$ cat src/rtl/bpu_tournament_dir.sv
// Tournament direction predictor for the two-slot second-level predictor.
// Local (per-PC history -> pattern table), gshare (PC xor speculative GHR)
// and a per-PC chooser pick the taken/not-taken decision for each slot.
// The speculative GHR is snapshotted per slot and restored from EX on a
// misprediction. All lookups are combinational from registered state.
module bpu_tournament_dir #(
    parameter int IDX_W     = 8,
    parameter int GHR_W     = 8,
    parameter int LHT_IDX_W = 7,
    parameter int LHR_W     = 6
) (
    input  logic             clk,
    input  logic             rst,
    input  logic             lk_valid1,
    input  logic             lk_valid2,
    input  logic [31:0]      lk_pc1,
    input  logic [31:0]      lk_pc2,
    output logic             pred_taken1,
    output logic             pred_taken2,
    output logic             pred_local1,
    output logic             pred_local2,
    output logic             pred_global1,
    output logic             pred_global2,
    output logic [GHR_W-1:0] ghr_snap1,
    output logic [GHR_W-1:0] ghr_snap2,
    input  logic             ex_valid,
    input  logic [31:0]      ex_pc,
    input  logic             ex_taken,
    input  logic             ex_mispredict,
    input  logic             ex_pred_local,
    input  logic             ex_pred_global,
    input  logic [GHR_W-1:0] ex_ghr_snap,
    output logic [GHR_W-1:0] ghr_o
);

    localparam int N_G   = 1 << IDX_W;
    localparam int N_LHT = 1 << LHT_IDX_W;
    localparam int N_LP  = 1 << LHR_W;

    // Prediction state
    logic [1:0]       gpht_q    [N_G];
    logic [1:0]       chooser_q [N_G];
    logic [1:0]       lpht_q    [N_LP];
    logic [LHR_W-1:0] lht_q     [N_LHT];
    logic [GHR_W-1:0] ghr_q;
    logic [GHR_W-1:0] ghr_d;

    // 2-bit saturating counter step toward the given direction
    function automatic logic [1:0] sat_step(input logic [1:0] c, input logic up);
        if (up)
            return (c == 2'b11) ? c : c + 2'd1;
        else
            return (c == 2'b00) ? c : c - 2'd1;
    endfunction

    // gshare index: PC index xor zero-extended history
    function automatic logic [IDX_W-1:0] gs_index(input logic [IDX_W-1:0] pc_idx,
                                                  input logic [GHR_W-1:0] hist);
        logic [IDX_W-1:0] hx;
        hx = '0;
        hx[GHR_W-1:0] = hist;
        return pc_idx ^ hx;
    endfunction

    // ---------------- Slot 1 lookup ----------------
    logic [IDX_W-1:0]     lk_idx1, lk_gs_idx1;
    logic [LHT_IDX_W-1:0] lk_lht_idx1;
    logic [LHR_W-1:0]     lk_lhist1;

    assign lk_idx1      = lk_pc1[IDX_W+1:2];
    assign lk_lht_idx1  = lk_pc1[LHT_IDX_W+1:2];
    assign lk_lhist1    = lht_q[lk_lht_idx1];
    assign ghr_snap1    = ghr_q;
    assign lk_gs_idx1   = gs_index(lk_idx1, ghr_snap1);
    assign pred_local1  = lpht_q[lk_lhist1][1];
    assign pred_global1 = gpht_q[lk_gs_idx1][1];
    assign pred_taken1  = chooser_q[lk_idx1][1] ? pred_global1 : pred_local1;

    // ---------------- Slot 2 lookup ----------------
    // Slot 2 sees the history already extended by slot 1's prediction.
    logic [IDX_W-1:0]     lk_idx2, lk_gs_idx2;
    logic [LHT_IDX_W-1:0] lk_lht_idx2;
    logic [LHR_W-1:0]     lk_lhist2;

    assign lk_idx2      = lk_pc2[IDX_W+1:2];
    assign lk_lht_idx2  = lk_pc2[LHT_IDX_W+1:2];
    assign lk_lhist2    = lht_q[lk_lht_idx2];
    assign ghr_snap2    = lk_valid1 ? {ghr_q[GHR_W-2:0], pred_taken1} : ghr_q;
    assign lk_gs_idx2   = gs_index(lk_idx2, ghr_snap2);
    assign pred_local2  = lpht_q[lk_lhist2][1];
    assign pred_global2 = gpht_q[lk_gs_idx2][1];
    assign pred_taken2  = chooser_q[lk_idx2][1] ? pred_global2 : pred_local2;

    assign ghr_o = ghr_q;

    // ---------------- EX training ----------------
    logic [IDX_W-1:0]     ex_idx, ex_gs_idx;
    logic [LHT_IDX_W-1:0] ex_lht_idx;
    logic [LHR_W-1:0]     ex_lhist;
    logic [1:0]           lpht_wr_d, gpht_wr_d, chooser_wr_d;
    logic                 chooser_upd;

    assign ex_idx       = ex_pc[IDX_W+1:2];
    assign ex_lht_idx   = ex_pc[LHT_IDX_W+1:2];
    assign ex_lhist     = lht_q[ex_lht_idx];
    assign ex_gs_idx    = gs_index(ex_idx, ex_ghr_snap);
    assign lpht_wr_d    = sat_step(lpht_q[ex_lhist], ex_taken);
    assign gpht_wr_d    = sat_step(gpht_q[ex_gs_idx], ex_taken);
    // Chooser only learns when the components disagreed.
    assign chooser_upd  = ex_pred_local != ex_pred_global;
    assign chooser_wr_d = sat_step(chooser_q[ex_idx], ex_pred_global == ex_taken);

    // Address bits that do not take part in any index
    logic unused_pc_bits;
    assign unused_pc_bits = ^{lk_pc1[31:IDX_W+2], lk_pc1[1:0],
                              lk_pc2[31:IDX_W+2], lk_pc2[1:0],
                              ex_pc[31:IDX_W+2],  ex_pc[1:0]};

    // Next GHR: EX recovery wins over speculative shifts from this cycle's lookups
    always_comb begin
        ghr_d = ghr_q;
        if (ex_valid && ex_mispredict)
            ghr_d = {ex_ghr_snap[GHR_W-2:0], ex_taken};
        else if (lk_valid2)
            ghr_d = {ghr_snap2[GHR_W-2:0], pred_taken2};
        else
            ghr_d = ghr_snap2;
    end

    // Speculative global history register
    always_ff @(posedge clk) begin
        if (!rst)
            ghr_q <= '0;
        else
            ghr_q <= ghr_d;
    end

    // gshare pattern table, trained at the history the branch was issued with
    always_ff @(posedge clk) begin
        if (!rst) begin
            for (int i = 0; i < N_G; i++) gpht_q[i] <= 2'b01;
        end else if (ex_valid) begin
            gpht_q[ex_gs_idx] <= gpht_wr_d;
        end
    end

    // Chooser counters: MSB set selects the global component
    always_ff @(posedge clk) begin
        if (!rst) begin
            for (int i = 0; i < N_G; i++) chooser_q[i] <= 2'b01;
        end else if (ex_valid && chooser_upd) begin
            chooser_q[ex_idx] <= chooser_wr_d;
        end
    end

    // Local pattern table, indexed by the pre-update local history
    always_ff @(posedge clk) begin
        if (!rst) begin
            for (int i = 0; i < N_LP; i++) lpht_q[i] <= 2'b01;
        end else if (ex_valid) begin
            lpht_q[ex_lhist] <= lpht_wr_d;
        end
    end

    // Local history table: shift in the resolved outcome
    always_ff @(posedge clk) begin
        if (!rst) begin
            for (int i = 0; i < N_LHT; i++) lht_q[i] <= '0;
        end else if (ex_valid) begin
            lht_q[ex_lht_idx] <= {ex_lhist[LHR_W-2:0], ex_taken};
        end
    end

endmodule
$ cat config.mk
export PLATFORM = sky130hd
export DESIGN_NAME = bpu_tournament_dir
export DESIGN_NICKNAME = d
export VERILOG_FILES = /design/src/rtl/bpu_tournament_dir.sv
export SDC_FILE = /design/constraint.sdc
export NUM_CORES = 2
export LEC_CHECK = 0
export BUFFER_PORTS_ARGS = -buffer_cell sky130_fd_sc_hd__buf_2
export CAP_MARGIN = 20
export CORE_MARGIN = 5
export CORE_UTILIZATION = 50
export DETAILED_ROUTE_END_ITERATION = 10
export PLACE_DENSITY_LB_ADDON = 0.1
export SLEW_MARGIN = 15
export SYNTH_ARGS = -nofsm -noshare
export SYNTH_HDL_FRONTEND = slang
export SYNTH_SLANG_ARGS = --single-unit
$ cat constraint.sdc
create_clock -name clk -period 14.8 [get_ports clk]
set_input_delay 0.74 -clock clk [delete_from_list [all_inputs] [get_ports clk]]
set_output_delay 0.74 -clock clk [all_outputs]
set_load 0.05 [all_outputs]
==> metrics <==
PnR worst setup slack=3.47 ns; P per Cell Area=roughly 120 mW/mm^2; kind of critical path=in -> out; highest clock rate=~0.088 GHz; share of post-route cells with drive strength above 1=0.244; reg-to-reg endpoint=ghr_o[0]; Finish-stage setup viols=0; Worst Tran Pin Value=roughly 1.2 ns; Synth Instances=between 8k and 9k; final wirelength=approximately 390,000 um; FF+latch count, synth=about 1.9k; final worst-path cycle share=0.766; startpoint types=input pin; setup TNS=0 ns; Hold Violations, Final=0; Rows=174; Unique masters post-synth=80; GRT overflow=0; Final nets=8,253; Worst-Skew Late Latency=between 0.8 and 0.9 ns; Post-synth ARST share=0; hold depth=3; reg2reg setup slack=5.98 ns; via count=81.0k; Clock transition at path regs=approximately 0.060 ns; total CTS buffers=210; TritonCTS clock tree=done; Syn Std Cell Area=between 0.1 and 0.15 sq mm; R2R depth=20; chip width=between 400 and 500 um; post-synthesis sequential area ratio=0.513; worst reg2reg path startpoint=lht_q[96][2]; area grow syn2layout=8.68%; clock buffer depth=3; worst path required time=roughly 14 ns; initial drt markers=~13k; post-cts sizing count=0; Post-DP HPWL=between 200,000 and 300,000 um; commonest non-fill, non-tap cell in the layout=edfxtp_1; Hold Path Sink=ghr_o[3]; type of the most critical hold path=in -> reg; vias in the first global route=slightly below 80k; EDFF count, synth=approximately 1.9k; Post-CTS Setup Bufs=0; Hold Crit Start=ex_ghr_snap[2]; synth warn=0; H-tree Lvls=4; first-pass GRT wire length=approximately 570,000 um; Die ar.=about 0.23 sq mm; DRC=0; die height=approximately 480 um; Ports=around 140; antenna violations before repair=30; initial core utilization=0.502; Synth Flop Type=edfxtp_1; Synth Net Count=between 8k and 9k; RePlAce Congestion=roughly 0.94; First-pass DRT Iterations=8; Max-Cap Viols=0; CP max FO=between 60 and 70; Slew Viols, Final=0; Arr. time, crit path=10.59 ns; DR WL/cell=34.8 um; Final min period=about 11 ns; GRT Total Usage=0.330; clock sinks=just under 2k; CTS hold repair buffers=0; Peak VDD IR=0.000118 V; largest net degree at the start of global routing=roughly 230; clk root buf=clkbuf_16; Routed Antenna Nets=0; RSZ-0062 raised after global routing=no; Lkg Pwr=roughly 0.040 uW; dpl ws=~3.5 ns; I/O Buffers=70; core area=0.224 sq mm; clock skew=0.0649 ns; worst rel slew slack=0.174; Final Util=0.546; synthesized area per cell=between 10 and 15 sq um; Via-to-Cell Ratio=around 7; status=finished clean; CP Capture Type=primary output; commonest non-fill, non-tap cells in the layout=edfxtp_1 (1,920), mux4_2 (1,269), nand2_1 (1,082), nor2_1 (1,081), nand3_1 (623)
-- through the flow --
stage	hold slack, ns	cells	cell area [sq um]	total power (uW)
3_5_place_dp	1.00	10900	115000	9260
5_1_grt	0.199	11300	122000	15000
2_1_floorplan	0.885	8607	113000	8230
3_3_place_gp	0.956	10900	115000	9220
6_report	0.192	11300	122000	14700
4_1_cts	0.147	11300	122000	14600
-- synth_stat cells (10+ instances only) --
| cell type | n | share of area |
|---|---|---|
| mux2_2 | 45 | 0.0045 |
| nand2_1 | 1082 | 0.036 |
| buf_1 | 129 | 0.0043 |
| and3_1 | 268 | 0.015 |
| clkbuf_1 | 741 | 0.025 |
| nand4_1 | 17 | 0.00094 |
| nor3_1 | 147 | 0.0065 |
| buf_2 | 50 | 0.0022 |
| buf_4 | 21 | 0.0014 |
| nand2b_1 | 25 | 0.0014 |
| mux2i_1 | 182 | 0.016 |
| and2_1 | 32 | 0.0018 |
| nand3_1 | 623 | 0.028 |
| inv_1 | 22 | 0.00073 |
| a211oi_1 | 17 | 0.0011 |
| nor2_1 | 1125 | 0.037 |
| edfxtp_1 | 1920 | 0.51 |
| a31oi_1 | 27 | 0.0015 |
| a21oi_1 | 61 | 0.0027 |
| buf_6 | 19 | 0.0019 |
| mux4_2 | 1269 | 0.25 |
| o211ai_1 | 23 | 0.0015 |
| a221oi_1 | 24 | 0.0019 |
| a22o_1 | 12 | 0.00093 |
| xor2_1 | 16 | 0.0012 |
| a22oi_1 | 72 | 0.0048 |
| xnor2_1 | 20 | 0.0016 |
| nor2b_1 | 41 | 0.0023 |
| or2_2 | 10 | 0.00056 |
| a311oi_1 | 18 | 0.0014 |
| o21ai_0 | 408 | 0.018 |
-- power breakdown --
group | switching (uW) | internal, uW
registers | 133 | 6150
logic | 1970 | 963
clock network | 2300 | 3140
total | 4410 | 10300
-- layout make-up --
type	count	area, sq um
tap	2992	3740
timing repair buffer	290	2390
sequential	1928	57800
clock inverter	147	1500
fill	18400	102000
clock buffer	245	5510
multi-input combinational	5685	51300
antenna	18	45.0
inverter	25	97.6
-- how the worst max path moves through the flow --
stage / endpoint / startpoint
2_1_floorplan: pred_taken2 / lk_pc1[2]
4_1_cts: pred_taken2 / lk_pc1[2]
5_1_grt: pred_taken2 / lk_pc1[2]
3_5_place_dp: pred_taken2 / lk_pc1[2]
3_3_place_gp: pred_taken2 / lk_pc1[2]
6_report: pred_taken2 / lk_pc1[2]
-- critical path, stage by stage --
cell	delay [ns]
buf_8	0.48
buf_4	0.55
buf_4	0.66
mux4_2	0.59
mux4_2	0.51
o22ai_1	0.19
nor3_1	0.10
o211ai_2	0.65
nor3b_2	0.49
a41oi_1	0.17
nand4_1	0.15
o41ai_2	0.09
o31ai_1	0.80
a41oi_4	0.51
xnor2_4	0.31
buf_4	0.57
mux4_2	0.57
a2111oi_0	0.46
a211oi_1	0.21
a311oi_1	0.43
a22oi_1	0.23
a31oi_2	0.52
inv_1	0.09
buf_2	0.23
-- state kept, by name, summed over array words and instances, names as in the netlist --
register	flops
chooser_q	512
ghr_o	8
gpht_q	512
lht_q	768
lpht_q	128
-- metal layers --
| layer | part of all wire | vias up | GRT usage |
|---|---|---|---|
| met4 | 0.057 | 18 | 0.161 |
| met2 | 0.45 | 5708 | 0.495 |
| met1 | 0.37 | 41600 | 0.454 |
| met5 | 0.00032 | - | 0 |
| met3 | 0.12 | 1076 | 0.0833 |
| li1 | - | 32600 | - |
-- cells by family after synthesis --
kind of cell,Yosys count,share of synthesized area
compound gates,734,0.0399
fa+ha+maj,6,0.000533
xor+xnor,38,0.00319
simple gates,3410,0.132
buf+inv,994,0.0365
mux,1497,0.275
flops,1928,0.513
(Power assumes the default switching activity.)
